<file path="src/rtl/store_pkg.sv">
// Shared encodings for the narrowing store path: access sizes, FSM states, lane helpers.
package store_pkg;

    localparam logic [1:0] SIZE_BYTE = 2'b00;
    localparam logic [1:0] SIZE_HALF = 2'b01;
    localparam logic [1:0] SIZE_WORD = 2'b10;
    localparam logic [1:0] SIZE_RSVD = 2'b11;

    localparam logic [2:0] ST_IDLE  = 3'd0;
    localparam logic [2:0] ST_RD    = 3'd1;
    localparam logic [2:0] ST_MERGE = 3'd2;
    localparam logic [2:0] ST_WR    = 3'd3;
    localparam logic [2:0] ST_ERR   = 3'd4;

    // A byte lane index shifted left by this many bits gives its bit offset in the word.
    localparam int LANE_BITS = 3;

    function automatic logic is_misaligned(input logic [1:0] size, input logic [1:0] addr_lo);
        logic bad;
        case (size)
            SIZE_BYTE: bad = 1'b0;
            SIZE_HALF: bad = addr_lo[0];
            SIZE_WORD: bad = (addr_lo != 2'b00);
            default:   bad = 1'b1;
        endcase
        return bad;
    endfunction

endpackage

</file>
<file path="src/rtl/byte_lane_merge.sv">
// Replaces the addressed byte lanes of a memory word with store data.
// Latency: combinational. Backpressure: none, pure function of its inputs.
// Lane choice follows the configured byte order; unaddressed lanes pass through untouched.
module byte_lane_merge
    import store_pkg::*;
#(
    parameter bit BIG_ENDIAN = 1'b0
) (
    input  logic [31:0] old_word,
    input  logic [31:0] data,
    input  logic [1:0]  size,
    input  logic [1:0]  addr_lo,
    output logic [31:0] merged
);

    logic [1:0]  lane;
    logic [4:0]  shamt;
    logic [31:0] mask;
    logic [31:0] ins;

    always_comb begin
        lane = BIG_ENDIAN ? ~addr_lo : addr_lo;
        // Halfwords occupy an even lane pair; bit 0 only matters for bytes.
        if (size == SIZE_HALF) begin
            lane[0] = 1'b0;
        end
        shamt = {3'b000, lane} << LANE_BITS;
        case (size)
            SIZE_BYTE: begin
                mask = 32'h0000_00ff << shamt;
                ins  = {24'h0, data[7:0]} << shamt;
            end
            SIZE_HALF: begin
                mask = 32'h0000_ffff << shamt;
                ins  = {16'h0, data[15:0]} << shamt;
            end
            default: begin
                mask = 32'hffff_ffff;
                ins  = data;
            end
        endcase
        merged = (old_word & ~mask) | (ins & mask);
    end

endmodule

</file>
<file path="src/rtl/store_merge_unit.sv">
// Narrowing store unit: SB/SH via read-modify-write on a word RAM without byte enables, SW direct.
// Latency: accept->MemWrite 1 cycle for words, 3 cycles for byte/half; misaligned pulses after 1.
// Backpressure: Ready only in IDLE; a held StoreReq is re-sampled once the operation retires.
module store_merge_unit
    import store_pkg::*;
#(
    parameter int ADDR_WIDTH = 32,
    parameter bit BIG_ENDIAN = 1'b0
) (
    input  logic                  CLK,
    input  logic                  Reset,
    input  logic                  StoreReq,
    input  logic [ADDR_WIDTH-1:0] Addr,
    input  logic [31:0]           StoreData,
    input  logic [1:0]            Size,
    output logic                  Ready,
    output logic [ADDR_WIDTH-1:0] MemAddr,
    output logic                  MemRead,
    input  logic [31:0]           MemReadData,
    output logic                  MemWrite,
    output logic [31:0]           MemWriteData,
    output logic                  Done,
    output logic                  Misaligned
);

    logic [2:0]            state;
    logic [ADDR_WIDTH-1:0] addr_q;
    logic [31:0]           data_q;
    logic [1:0]            size_q;
    logic [31:0]           wdata_q;
    logic [31:0]           merged;

    byte_lane_merge #(
        .BIG_ENDIAN(BIG_ENDIAN)
    ) u_merge (
        .old_word(MemReadData),
        .data    (data_q),
        .size    (size_q),
        .addr_lo (addr_q[1:0]),
        .merged  (merged)
    );

    always_ff @(posedge CLK) begin
        if (Reset) begin
            state   <= ST_IDLE;
            addr_q  <= '0;
            data_q  <= '0;
            size_q  <= SIZE_BYTE;
            wdata_q <= '0;
        end else begin
            case (state)
                ST_IDLE: begin
                    if (StoreReq) begin
                        addr_q <= Addr;
                        data_q <= StoreData;
                        size_q <= Size;
                        if (is_misaligned(Size, Addr[1:0])) begin
                            state <= ST_ERR;
                        end else if (Size == SIZE_WORD) begin
                            wdata_q <= StoreData;
                            state   <= ST_WR;
                        end else begin
                            state <= ST_RD;
                        end
                    end
                end
                ST_RD:    state <= ST_MERGE;
                // MemReadData is valid here, one cycle after the read strobe.
                ST_MERGE: begin
                    wdata_q <= merged;
                    state   <= ST_WR;
                end
                ST_WR:    state <= ST_IDLE;
                ST_ERR:   state <= ST_IDLE;
                default:  state <= ST_IDLE;
            endcase
        end
    end

    assign Ready        = (state == ST_IDLE);
    assign MemRead      = (state == ST_RD);
    assign MemWrite     = (state == ST_WR);
    assign Done         = (state == ST_WR);
    assign Misaligned   = (state == ST_ERR);
    assign MemAddr      = {addr_q[ADDR_WIDTH-1:2], 2'b00};
    assign MemWriteData = wdata_q;

endmodule

</file>
<file path="config.mk">
export PLATFORM = sky130hd
export DESIGN_NAME = store_merge_unit
export DESIGN_NICKNAME = d
export VERILOG_FILES = /design/src/rtl/store_pkg.sv /design/src/rtl/byte_lane_merge.sv /design/src/rtl/store_merge_unit.sv
export SDC_FILE = /design/constraint.sdc
export NUM_CORES = 1
export LEC_CHECK = 0
export BUFFER_PORTS_ARGS = -buffer_cell sky130_fd_sc_hd__buf_4
export CAP_MARGIN = 20
export CORE_AREA = 4 4 108 110
export CTS_CLUSTER_DIAMETER = 200
export DETAILED_ROUTE_END_ITERATION = 7
export DIE_AREA = 0 0 112 114
export PLACE_DENSITY_LB_ADDON = 0.25
export SLEW_MARGIN = 20
export SYNTH_ARGS = -nofsm -noshare
export SYNTH_HDL_FRONTEND = slang
export SYNTH_SLANG_ARGS = --single-unit
export TNS_END_PERCENT = 100
</file>
<file path="constraint.sdc">
create_clock -name CLK -period 1.7 [get_ports CLK]
set_input_delay 0.085 -clock CLK [delete_from_list [all_inputs] [get_ports CLK]]
set_output_delay 0.085 -clock CLK [all_outputs]
set_load 0.02 [all_outputs]
</file>
Yosys cells after proc, flatten, opt, wreduce, memory -nomap -nowiden
Index checks and enable logic that the tools add are counted.
{"block": "classes", "n_eq_ne": 10, "shift": 4, "mux": 15, "bitwise": 4, "reduce_logical": 7}
{"operator": "32-bit one-hot mux with 2 select lines", "count": 3}
{"operator": "32-bit two-way mux", "count": 3}
{"operator": "32-bit bitwise AND", "count": 2}
{"operator": "32-bit NOT", "count": 1}
{"operator": "32-bit OR", "count": 1}
{"operator": "16-bit by 5-bit left shift with 32-bit output", "count": 1}
{"operator": "16-bit by 5-bit left shift with 32-bit output, first input constant", "count": 1}
{"operator": "8-bit by 5-bit left shift with 32-bit output", "count": 1}
{"operator": "8-bit by 5-bit left shift with 32-bit output, first input constant", "count": 1}
{"operator": "3-bit one-hot mux with 3 select lines", "count": 1}
{"operator": "3-bit by 2-bit == test with 1-bit output, second input constant", "count": 2}
{"operator": "3-bit two-way mux", "count": 2}
{"operator": "2-bit by 1-bit == test with 1-bit output, second input constant", "count": 2}
{"operator": "2-bit logical NOT", "count": 2}
{"operator": "1-bit two-way mux", "count": 4}
{"operator": "2-bit != test, second input constant", "count": 2}
{"operator": "4-bit AND reduction", "count": 1}
{"operator": "2-bit nonzero test", "count": 2}
{"operator": "3-bit by 1-bit == test with 1-bit output, second input constant", "count": 1}
{"operator": "3-bit == test, second input constant", "count": 1}
{"operator": "3-bit logical NOT", "count": 1}
{"operator": "1-bit one-hot mux with 3 select lines", "count": 1}
{"operator": "2-bit == test, second input constant", "count": 1}
{"operator": "2-bit two-way mux", "count": 1}
{"operator": "other kinds (2)", "count": 2}
{"block": "word_totals", "register_bits": 101, "in_bits": 101, "out_inout_bits": 69, "elab_cells": 45}

Logic depth before layout (Yosys ltp)
Gate-level depths: netlist of the first run.
{"block": "logic_depth", "word_depth": 8, "depth_mapped": 7, "ltp_nobuf": 4}

By module
Synthesis of the first run repeated with hierarchy kept, for this count alone.
{"block": "unflattened", "cells_unflattened": 694, "hier_area_um2": 5454.0}
{"mod": "store_merge_unit", "instances": 1, "cells_each": 575, "area_per_inst_um2": 4683.2, "seq_area_each_um2": 2021.9}
{"mod": "byte_lane_merge", "instances": 1, "cells_each": 119, "area_per_inst_um2": 770.7, "seq_area_each_um2": 0.0}

Worst setup path after synthesis of the first run
OpenSTA, ideal clock, no wires.
{"block": "synth_path", "path_type": "reg2reg", "start": "reg state[0]", "end": "reg addr_q[10]", "setup_time_ns": 0.132, "arrival_time_ns": 1.547, "required_time_ns": 1.568, "slack_ns": 0.020, "path_stages_with_launch": 7, "path_buffers": 3, "period_less_slack_ns": 1.680, "path_cell_list": "dfxtp_1 -> buf_2 -> or4b_4 -> clkbuf_1 -> clkbuf_1 -> nand2_1 -> a21oi_1"}
{"block": "synth_via", "elab_chain_cells": 2}
{"element": "from (decl)", "line": "store_merge_unit.sv:26", "source": "logic [2:0] state;"}
{"element": "from (signal assigned)", "line": "store_merge_unit.sv:45", "source": "state <= ST_IDLE;"}
{"element": "from (signal assigned)", "line": "store_merge_unit.sv:58", "source": "state <= ST_ERR;"}
{"element": "from (signal assigned)", "line": "store_merge_unit.sv:61", "source": "state <= ST_WR;"}
{"element": "3-bit logical NOT", "line": "store_merge_unit.sv:51", "source": "case (state)"}
{"element": "2-bit AND reduction (no source line)"}
{"element": "to (signal assigned)", "line": "store_merge_unit.sv:54", "source": "addr_q <= Addr;"}
{"element": "to (decl)", "line": "store_merge_unit.sv:27", "source": "logic [ADDR_WIDTH-1:0] addr_q;"}
Every way passes these cells.
A chain may end at the register's enable or synchronous reset.

Worst setup path in the final report of the first run
{"block": "layout_path", "start": "reg state[0]", "end": "reg wdata_q[0] (netlist: MemWriteData[0])"}
{"block": "layout_via", "elab_chain_cells": 3, "word_cells_on_any_way": 8, "cone_classes": "eq/ne (4); mux (1); reduce/logical (3)"}
{"element": "3-bit logical NOT or 3-bit by 2-bit == test with 1-bit output (tied branches)", "line": "store_merge_unit.sv:51"}
{"element": "2-bit by 1-bit != test with 1-bit output (no source line), or another cell as far along"}
{"element": "4-bit AND reduction (no source line)"}
{"element": "to (signal assigned)", "line": "store_merge_unit.sv:60", "source": "wdata_q <= StoreData;"}
{"element": "to (signal assigned)", "line": "store_merge_unit.sv:70", "source": "wdata_q <= merged;"}
{"element": "to (decl)", "line": "store_merge_unit.sv:30", "source": "logic [31:0] wdata_q;"}
Several ways; a longest one is shown, not always the timed one.

==> metrics.md, run 1 <==
| Metric | Value |
|---|---|
| Outcome | finished, violations left |
| Failing checks | setup timing |
| Synth unique cells | about 40 |
| Synth Flop Type | dfxtp_1 |
| Drt first pass iters | 6 |
| Largest net degree at the start of global routing | 44 |
| Iteration-0 DRC Markers | roughly 470 |
| Area Overhead vs Synth | 54.5% |
| Rel. slew slack | 59.2% |
| Post-Syn Instances | 620 |
| Final cell count without fillers | ~970 |
| Fin nets | 930 |
| Chip Height | 114 um |
| Final worst path period share | 103% |
| Clock-pin slew on the worst setup and hold paths | 0.10 ns |
| Share of power burned in registers | 43.2% |
| Max Transition Viols Final | 0 |
| Crit path required time | 1.95 ns |
| XOR/XNOR share of the synthesized area | 0% |
| Post-synthesis adder-cell area fraction | 0% |
| P_int | 4.33 mW |
| Clock power frac | around 29% |
| Fin util | around 70% |
| Average cell area after synthesis | 7.69 um^2 |
| Routed wire per std cell | 17.6 um |
| Register Area | 0.00202 mm^2 |
| Global-route wire length before repair | roughly 25000 um |
| Num CTS Buffers | 9 |
| Final hold violation count | 0 |
| Layout fillers | 808 |
| Leak | 3.18 nW |
| Total core area | 0.0107 mm^2 |
| All-layer global routing usage | 24.0% |
| DRT Wirelength | 17100 um |
| CTS tree | done |
| I/O pin cnt | 170 |
| PD cells | 851 mW/mm^2 |
| Fmax | 569 MHz |
| Max Clock Skew | 0.0103 ns |
| GP Congestion | slightly below 0.9 |
| Initial antenna violation count | 0 |
| Final setup fails | 6 |
| Min-delay src | MemReadData[4] |
| Vias in the first global route | 5250 |
| Logic pwr share | 28.2% |
| Final worst slack | -0.0581 ns |
| Initial Utilization | 44.6% |
| Worst setup startpoint | state[0]$_SDFFE_PP0P_ |
| Hold Crit Class | input pin to flip-flop |
| Vias | 5337 |
| Post-detail-place hpwl | ~11000 um |
| Crit. End Element | flip-flop |
| Die ar. | 0.0128 mm^2 |
| Root buffer cell | clkbuf_8 |
| Worst EP arrival | roughly 2.0 ns |
| Final min period | 1.76 ns |
| Layout cells sized above 1 | roughly 31% |
| ANT cells | 0 |
| RSZ-0062 raised after global routing | true |
| Worst IR drop on VDD | roughly 0.00046 V |
| H-tree depth | 3 |
| Startpoint types | flip-flop |
| Largest family of logic cells by synthesized area | compound AO/OA/AOI/OAI gates |
| Total clock sinks | 101 |
| Residual DRC | 0 |
| Critical path type | flip-flop to flip-flop |
| Sequential area share after synthesis | 42.4% |
| Placed Instances | approximately 880 |
| Post-synth EDFFs | 0 |
| Synth Area in Compound Gates | approximately a quarter |
| RR Startpoint | state[0]$_SDFFE_PP0P_ |
| Crit-path max FO | 7 |
| Synth Register Bits | 101 |
| Ys Warns | 0 |
| Row cnt | 38 |
| P_sw | 1.94 mW |
| Simple-Gate Fraction of Synth Area | 22.2% |
| Switching part of the total power | 30.9% |
| Vias per inst | 5.49 |
| Measured slew at the worst slew-check pin | 0.608 ns |
| Asr flop ratio synth | 0% |
| Multiplexer area fraction after synthesis | 0% |
| Max-cap violations | 0 |
| Die X-Extent | 112 um |
| Number of buffers added on ports | 167 |
| Worst reg2reg setup slack | -0.06 ns |
| Buffer levels on the longest clock path | 2 |
| Clk Latency, worst-skew pair | 0.37 ns |
| Gr ovfl total | 0 |
| Antenna Nets Post-Route | 0 |
| Multi-input gate area | 0.00239 mm^2 |
| Mapped Area | 0.00477 mm^2 |
-- metrics by stage --
step | area [um^2] | power [mW] | worst slack [ns] | hold slack (ns) | setup TNS [ns]
after floorplan | 4770 | 3.60 | 0.0204 | 0.177 | 0
after global placement | 6060 | 4.19 | 0.105 | 0.333 | 0
after detailed placement | 6060 | 4.23 | 0.0260 | 0.340 | 0
after CTS | 7000 | 6.12 | 0.00141 | 0.00551 | 0
after global routing | 7370 | 6.52 | -0.126 | 0.0175 | -1.07
final | 7370 | 6.27 | -0.0581 | 0.0175 | -0.113
-- placed cells by master, fill, tap and decap left out, types with 5 or more instances in the layout --
master         Yosys  final
a211oi_1          16     11
a211oi_2           0      5
a21boi_0           8      8
a21oi_1           78     78
a31oi_1           16     11
and3_1             8      8
buf_12             0      7
buf_4             33    192
clkbuf_16          0      5
clkbuf_8           0     12
dfxtp_1          101     99
dlygate4sd3_1      0     70
inv_1             20     20
nand2_1          132    132
nand2b_1          10     10
nand3_1           17     16
nor2_1            32     30
nor3_1            11      8
nor4_2             4      5
o211a_1            7      7
o21ai_0           31     20
o21ai_1            1      6
o21ai_2            0      6
o221ai_1           8      8
o22ai_1            9      9
o311ai_0           8      8
-- synthesized netlist by cell type (2+ instances only) --
master	n	share of area (%)
a211oi_1	16	2.5
o211a_1	7	1.5
a31oi_1	16	2.1
o22ai_1	9	1.2
nor3_1	11	1.2
buf_6	2	0.47
a21boi_0	8	1.3
nand2_1	132	10
nor4b_2	2	0.63
nor3b_1	2	0.31
nor2_1	32	2.5
inv_1	20	1.6
buf_4	33	5.2
nand2b_1	10	1.3
clkbuf_1	33	2.6
o311ai_0	8	1.5
a21oi_1	78	8.2
nor4_2	4	1.0
o211ai_1	2	0.31
and3_1	8	1.0
buf_1	2	0.16
nor4_1	4	0.52
nand3_1	17	1.8
buf_2	10	1.0
dfxtp_1	101	42
o221ai_1	8	1.5
o21ai_0	31	3.3
-- final cells by class --
class	instances	area share, %
multi-input cells	419	32.4
flip-flops and latches	101	27.5
clock buffers	12	2.24
well taps	140	2.38
inverters	20	1.02
clock inverters	3	0.917
repair buffers	278	33.5
-- per-layer routing --
metal / track usage, % / share of wire [%] / wire, um / vias up
met5: 0 / 0 / 0 / -
met2: 42.8 / 50 / 8490 / 281
met3: 6.26 / 8.7 / 1490 / 54
met1: 27.6 / 38 / 6520 / 2461
met4: 9.38 / 3.7 / 628 / 0
li1: - / - / - / 2541
-- power groups by stage --
stage | combinational, mW | sequential (mW) | clock [mW]
after global placement | 1.44 | 2.74 | 0
after detailed placement | 1.48 | 2.75 | 0
after CTS | 1.61 | 2.70 | 1.81
after global routing | 1.91 | 2.73 | 1.89
after floorplan | 0.813 | 2.79 | 0
final | 1.77 | 2.71 | 1.79
-- worst max-delay path, stage by stage, from the launching register on --
cell and delay (ns):
dfxtp_2 0.36, buf_6 0.14, nor4b_4 0.35, nand3_4 0.25, clkbuf_16 0.24, a31oi_1 0.18, a31oi_1 0.12
-- worst paths after layout --
kind         cells after the start                      endpoint
max                              6  MemWriteData[0]$_SDFFE_PP0P_
min                              3  MemWriteData[4]$_SDFFE_PP0P_
max reg2reg                      6  MemWriteData[0]$_SDFFE_PP0P_
min reg2reg                      2       data_q[18]$_SDFFE_PP0P_
-- sequential cells by signal, indices dropped and copies added, names as in the netlist --
name          cells
addr_q           32
size_q            2
state             3
data_q           32
MemWriteData     32
-- cell families after synthesis --
kind of cell	after synthesis
simple gates	229
compound gates	188
other cells	1
buf+inv	101
flops	101
-- timing repair --
item | in CTS | in global routing
hold buffers | 70 | 0
endpoints found under the hold margin | 71 | 0
endpoints found under the setup margin | 0 | 73
gates resized for setup | 0 | 53
buffers inserted | 0 | 4
Power figures use the tool's default switching activity.
==> inputs of run 2 (changes only) <==
CORE_AREA = 4 4 126 104   (was 4 4 108 110)
DIE_AREA = 0 0 130 108   (was 0 0 112 114)
SYNTH_HIERARCHICAL = 1   (was not set)
==> run 2 against run 1 <==
  * The run now ends clean
  * Synthesized cell count is 12% higher
  * Clock power up 18%
  * Critical endpoint is now MemWriteData[19]$_SDFFE_PP0P_
  * Register-to-register slack gained 0.08 ns
  * Sequential power barely moved
==> metrics.md, run 2 <==
| Metric | Value |
|---|---|
| Outcome | finished, final reports clean |
| Crit path required time | 1.92 ns (-0.03 ns) |
| Max-cap violations | 0 (unchanged) |
| Top layer in use | met4 |
| Total core area | 0.0119 mm^2 (+11%) |
| Synth unique cells | 40 (-2.4%) |
| Vias | 6060 (+14%) |
| ANT cells | 0 (unchanged) |
| Ys Warns | 6 (+6) |
| Vias per inst | 5.91 (+7.8%) |
| Area fraction of the dominant cell type after synthesis | 37.1% (-5.3 points) |
| Clock-pin slew on the worst setup and hold paths | 0.07 ns (-0.03 ns) |
| I/O pin cnt | 170 (unchanged) |
| GP Congestion | 0.901 (+3.2%) |
| Critical path type | flip-flop to flip-flop |
| Met2 wire length | 9080 um (+7.0%) |
| Final min period | 1.68 ns (-0.0817 ns) |
| All-layer global routing usage | 26.6% (+2.5 points) |
| CTS tree | done |
| Vias in the first global route | 5894 (+12%) |
| Count leader, synth | nand2_1 |
| Multi-input gate area | 0.00304 mm^2 (+27%) |
| Root buffer cell | clkbuf_16 |
| Met1 WL | 8460 um (+30%) |
| Post-synthesis adder-cell area fraction | 0% (unchanged) |
| RR Startpoint | size_q[0]$_SDFFE_PP0P_ |
| Die ar. | 0.0140 mm^2 (+10%) |
| Simple-Gate Fraction of Synth Area | 17.0% (-5.1 points) |
| Routed wire per std cell | 18.7 um (+6.4%) |
| Most frequent cells in the layout | buf_4 (207), nand2_1 (148), dfxtp_1 (97) |
| PD cells | 890 mW/mm^2 (+4.5%) |
| Layout cells sized above 1 | 33.0% (+1.8 points) |
| Max Clock Skew | 0.00636 ns (-0.00394 ns) |
| Asr flop ratio synth | 0% (unchanged) |
| Chip Height | 108 um (-5.3%) |
| Drt first pass iters | 5 (-1) |
| XOR/XNOR share of the synthesized area | 0% (unchanged) |
| Startpoint types | flip-flop |
| Multiplexer area fraction after synthesis | 1.65% (+1.7 points) |
| Initial Utilization | 45.9% (+1.3 points) |
| Synth Flop Type | dfxtp_1 |
| Row cnt | 36 (-5.3%) |
| Final setup fails | 0 (-6) |
| H-tree depth | 3 (unchanged) |
| Gr ovfl total | 0 (unchanged) |
| Sequential area share after synthesis | 37.1% (-5.3 points) |
| Final hold violation count | 0 (unchanged) |
| RSZ-0062 raised after global routing | true |
| Post-synth EDFFs | 0 (unchanged) |
| Synth Area in Compound Gates | 31.8% (+7.6 points) |
| Register Area | 0.00204 mm^2 (+0.62%) |
| Min-delay src | StoreData[16] |
| Crit-path max FO | 8 (+1) |
| Max Transition Viols Final | 0 (unchanged) |
| Total clock sinks | 101 (unchanged) |
| Sum Neg Setup Slack | 0 ns (+0.113 ns) |
| Hold Crit Class | input pin to flip-flop |
| Initial antenna violation count | 0 (unchanged) |
| Mapped Area | 0.00545 mm^2 (+14%) |
| Post-Syn Instances | 694 (+12%) |
| Antenna Nets Post-Route | 0 (unchanged) |
| Area Overhead vs Synth | 45.6% |
| Crit. End Element | flip-flop |
| Buffer levels on the longest clock path | 2 (unchanged) |
| Largest family of logic cells by synthesized area | compound AO/OA/AOI/OAI gates |
| Layout fillers | 1016 (+26%) |
| Synth top cells by count | nand2_1 (148), dfxtp_1 (101), a21oi_1 (67), a211oi_1 (64), clkbuf_1 (45) |
| Fin nets | 970 (+4.3%) |
| Worst EP arrival | 1.89 ns (-0.12 ns) |
| Post-detail-place hpwl | 12700 um (+20%) |
| Die X-Extent | 130 um (+16%) |
| Num CTS Buffers | 9 (unchanged) |
| Min Hold Slack | 0.00685 ns (-0.0106 ns) |
| Final worst path period share | 98.6% (-4.8 points) |
| Commonest non-fill, non-tap cell in the layout | buf_4 |
| Fmax | 597 MHz (+4.9%) |
| Met3 routed WL | 1360 um (-8.7%) |
| Iteration-0 DRC Markers | 502 (+7.5%) |
| Design Power | 7.07 mW (+13%) |
| Synth Register Bits | 101 (unchanged) |
| DRT Wirelength | 19200 um (+12%) |
| Number of buffers added on ports | 167 (unchanged) |
| Clk Latency, worst-skew pair | 0.34 ns (-0.03 ns) |
| Largest area contributor in the netlist | dfxtp_1 |
| Worst setup startpoint | size_q[0]$_SDFFE_PP0P_ |
| Largest net degree at the start of global routing | 46 (+4.5%) |
| Global-route wire length before repair | 29700 um (+18%) |
| Residual DRC | 0 (unchanged) |
| Synth area leaders | dfxtp_1 (37%), nand2_1 (10%), a211oi_1 (8.8%) |
| Average cell area after synthesis | 7.86 um^2 (+2.2%) |
| Fin util | 66.8% (-2.1 points) |
| Worst IR drop on VDD | 0.000672 V (+48%) |
| Leak | 3.18 nW (-0.12%) |
[run 2: changes by cell type in the layout (fill, tap and decap cells not counted), moves of 11 or more]
| cell | change |
|---|---|
| a211oi_1 | +48 |
| o21bai_1 | +31 |
| nor2_1 | -28 |
| nor3_1 | +24 |
| dlygate4sd3_1 | -23 |
| o311ai_1 | +19 |
| nand2_1 | +16 |
| nand3_1 | -16 |
| buf_4 | +15 |
| a21oi_1 | -11 |
| o21ai_0 | -11 |
[run 2: power by group]
part	switching (mW)	internal [mW]
logic	1.20	1.04
clock network	0.929	1.18
registers	0.159	2.57
[run 2: cells by family (layout without fill, tap and decap cells)]
group	count (synthesis)	in the layout
buffers and inverters	128	306
AO/OA/AOI/OAI	248	248
AND/OR/NAND/NOR	208	208
flip-flops	101	101
multiplexers	8	8
other	1	2
[run 2: worst paths after layout]
kind | depth (start not counted) | to | slack (ns)
hold reg to reg | 2 | addr_q[24]$_SDFFE_PP0P_ | 0.46
hold / removal | 3 | data_q[16]$_SDFFE_PP0P_ | 0.007
setup / recovery | 6 | MemWriteData[19]$_SDFFE_PP0P_ | 0.02
setup reg to reg | 6 | MemWriteData[19]$_SDFFE_PP0P_ | 0.02
[run 2: through the flow]
step	cell area, um^2	setup slack, ns	instances
CTS	7680	-0.0383	1022
global placement	6770	-0.305	957
finish	7940	0.0236	1025
detailed placement	6770	-0.299	957
floorplan	5460	-0.0514	695
global route	7940	-0.0474	1025
[run 2: cell type report]
class	instances	area share (%)
inverters	20	0.945
repair buffers	271	29.0
clock buffers	10	3.01
clock inverters	5	0.740
flip-flops and latches	101	25.6
multi-input cells	466	38.3
well taps	152	2.39
[run 2: critical path, stage by stage (launching register included)]
cell and delay, ns:
dfxtp_4 0.36, nand2b_4 0.15, buf_4 0.17, a31oi_1 0.33, a2bb2oi_1 0.12, o311ai_0 0.33
a211oi_1 0.09
[run 2: what timing repair did]
| action | 4_1_cts | 5_1_grt |
|---|---|---|
| gates resized for setup | 28 | 56 |
| endpoints found under the hold margin | 46 | 1 |
| hold buffers | 46 | 1 |
| pin swaps | 2 | 21 |
| cloned | 1 | 0 |
| setup endpoints to repair | 26 | 41 |
| buffers inserted | 3 | 2 |
[run 2: metal layers]
metal / vias up / track usage, %
met4: 0 / 7.94
met3: 34 / 5.14
li1: 2832 / -
met2: 274 / 43.6
met5: - / 0
met1: 2920 / 35.5
==> inputs of run 3 (changes only) <==
CORE_AREA = 4 4 136 112   (was 4 4 126 104)
DIE_AREA = 0 0 140 116   (was 0 0 130 108)
==> run 3 against run 2 <==
  * Final cell count rose by 3.3%
  * Routed wire length grew 5.8%
  * Final area fell by 1.1%
  * Worst hold slack better by 0.0014 ns
  * Via count is 1.0% lower
  * Largest power group unchanged
==> metrics.md, run 3 (same netlist as run 2, synthesis figures left out) <==
| Metric | Value |
|---|---|
| Max Transition Viols Final | 0 (unchanged) |
| CP max-delay cell | dfxtp_2 |
| Chip Height | 116 um (+7.4%) |
| Root buffer cell | clkbuf_16 |
| All-layer global routing usage | 24.0% (-2.6 points) |
| Max Clock Skew | 0.00596 ns (-0.000396 ns) |
| Crit-path max FO | 8 (unchanged) |
| Num CTS Buffers | 9 (unchanged) |
| Final worst slack | 0.000534 ns (-0.0231 ns) |
| Most frequent cells in the layout | buf_4 (203), nand2_1 (148), dfxtp_1 (97) |
| H-tree depth | 3 (unchanged) |
| Startpoint types | flip-flop |
| Clock-pin slew on the worst setup and hold paths | 0.07 ns (about the same) |
| Final setup fails | 0 (unchanged) |
| Residual DRC | 0 (unchanged) |
| Vias | 5999 (-1.0%) |
| Final hold violation count | 0 (unchanged) |
| Crit path required time | 1.93 ns (about the same) |
| CTS tree | done |
| Buffer levels on the longest clock path | 2 (unchanged) |
| Initial Utilization | 39.1% (-6.8 points) |
| Initial antenna violation count | 0 (unchanged) |
| Sum Neg Setup Slack | 0 ns (unchanged) |
| Clk Latency, worst-skew pair | 0.36 ns (+0.02 ns) |
| RSZ-0062 raised after global routing | true |
| Vias in the first global route | 6025 (+2.2%) |
| Antenna Nets Post-Route | 0 (unchanged) |
| Final worst path period share | 100% (+1.4 points) |
| Row cnt | 39 (+8.3%) |
| Outcome | finished, final reports clean |
| Worst EP arrival | 1.93 ns (+0.04 ns) |
| Crit. End Element | flip-flop |
| Final min period | 1.70 ns (+0.0231 ns) |
| Die ar. | 0.0162 mm^2 (+16%) |
| Worst IR drop on VDD | 0.000569 V (-15%) |
| Total clock sinks | 101 (unchanged) |
| GP Congestion | 0.975 (+8.3%) |
| Critical path type | flip-flop to flip-flop |
| Vias per inst | 5.66 (-4.2%) |
| PD cells | 877 mW/mm^2 (-1.4%) |
| Fin nets | 972 (+0.21%) |
| Leak | 3.14 nW (-1.1%) |
| ANT cells | 0 (unchanged) |
| Commonest non-fill, non-tap cell in the layout | buf_4 |
| Post-detail-place hpwl | 13100 um (+2.4%) |
| Min Hold Slack | 0.00823 ns (+0.00138 ns) |
| DRT Wirelength | 20300 um (+5.8%) |
| I/O pin cnt | 170 (unchanged) |
| Layout fillers | 1296 (+28%) |
| Largest net degree at the start of global routing | 51 (+11%) |
| Fmax | 588 MHz (-1.4%) |
| Drt first pass iters | 5 (unchanged) |
| Area Overhead vs Synth | 44.1% |
| Buf/Inv on CP | 0 (-1) |
| Total core area | 0.0140 mm^2 (+17%) |
| Gr ovfl total | 0 (unchanged) |
| Routed wire per std cell | 19.2 um (+2.4%) |
| Layout cells sized above 1 | 29.9% (-3.0 points) |
| Max-cap violations | 0 (unchanged) |
| Die X-Extent | 140 um (+7.7%) |
| Hold Crit Class | input pin to flip-flop |
| Largest stage delay, worst path | 0.34 ns (-0.02 ns) |
| Number of buffers added on ports | 167 (unchanged) |
| Iteration-0 DRC Markers | 513 (+2.2%) |
| Global-route wire length before repair | 31300 um (+5.3%) |
| Dpl ws | -0.0540 ns (+0.245 ns) |
| CP Cell Sequence | nand2b_2, a31oi_2, o221ai_1, o311ai_0, a211oi_1 |
| Top delay family on crit path | compound AO/OA/AOI/OAI gates |
[run 3: cell count changes in the layout (fill, tap and decap cells not counted), moves of 3 or more]
cell | before | now
a211oi_1 | 59 | 64
a211oi_2 | 5 | 0
buf_4 | 207 | 203
buf_6 | 8 | 1
dfxtp_2 | 0 | 3
dfxtp_4 | 4 | 1
dlygate4sd3_1 | 47 | 59
mux2_2 | 3 | 7
mux2_4 | 5 | 0
o311ai_0 | 4 | 11
o311ai_4 | 4 | 0
[run 3: path summary, 6_finish.rpt]
check,start,end,slack [ns],cells after the start
min,Addr[16],addr_q[16]$_SDFFE_PP0P_,0.008,3
min reg2reg,addr_q[5]$_SDFFE_PP0P_,addr_q[5]$_SDFFE_PP0P_,0.46,2
max,size_q[1]$_SDFFE_PP0P_,MemWriteData[13]$_SDFFE_PP0P_,0.0005,5
max reg2reg,size_q[1]$_SDFFE_PP0P_,MemWriteData[13]$_SDFFE_PP0P_,0.0005,5
[run 3: per-stage QoR]
step           cell area [um^2]  utilization, %  power (mW)  std cells
4_1_cts                    7740            55.5        6.86       1056
5_1_grt                    7860            56.3        7.21       1059
2_1_floorplan              5460               -        3.97        695
3_3_place_gp               6780            48.6        4.65        980
3_5_place_dp               6780            48.6        4.70        980
6_report                   7860            56.3        6.90       1059
[run 3: routing by layer]
metal | global-route usage, % | vias up | wire length (um)
met5 | 0 | - | 0
met1 | 30.9 | 2874 | 8640
li1 | - | 2822 | -
met3 | 6.02 | 39 | 1500
met4 | 8.46 | 0 | 380
met2 | 39.4 | 264 | 9800
[run 3: worst register-to-register path, stage by stage (launching register included)]
cell and delay, ns:
dfxtp_2 0.34, nand2b_2 0.32, a31oi_2 0.32, o221ai_1 0.18
o311ai_0 0.35, a211oi_1 0.07
[run 3: cell type report]
class	instances	area (um^2)	area share, %
inverter	20	78.8	1.00
clock buffer	12	256	3.26
sequential	101	2030	25.8
timing repair buffer	273	2350	29.9
clock inverter	3	21.3	0.271
multi-input combinational	466	2890	36.8
tap	184	230	2.93
[run 3: report_power, final]
group	total, mW	internal [mW]	switching (mW)
Sequential	2.74	2.57	0.163
Combinational	2.16	1.01	1.16
Clock	1.99	1.07	0.928
Total	6.90	4.65	2.25
[run 3: repair_timing]
| item | in CTS | in global routing |
|---|---|---|
| buffers inserted | 0 | 3 |
| gates cloned | 2 | 0 |
| gates resized for setup | 9 | 28 |
| setup endpoints to repair | 17 | 32 |
| hold endpoints to repair | 59 | 0 |
| pin swaps | 0 | 5 |
| hold buffers | 59 | 0 |
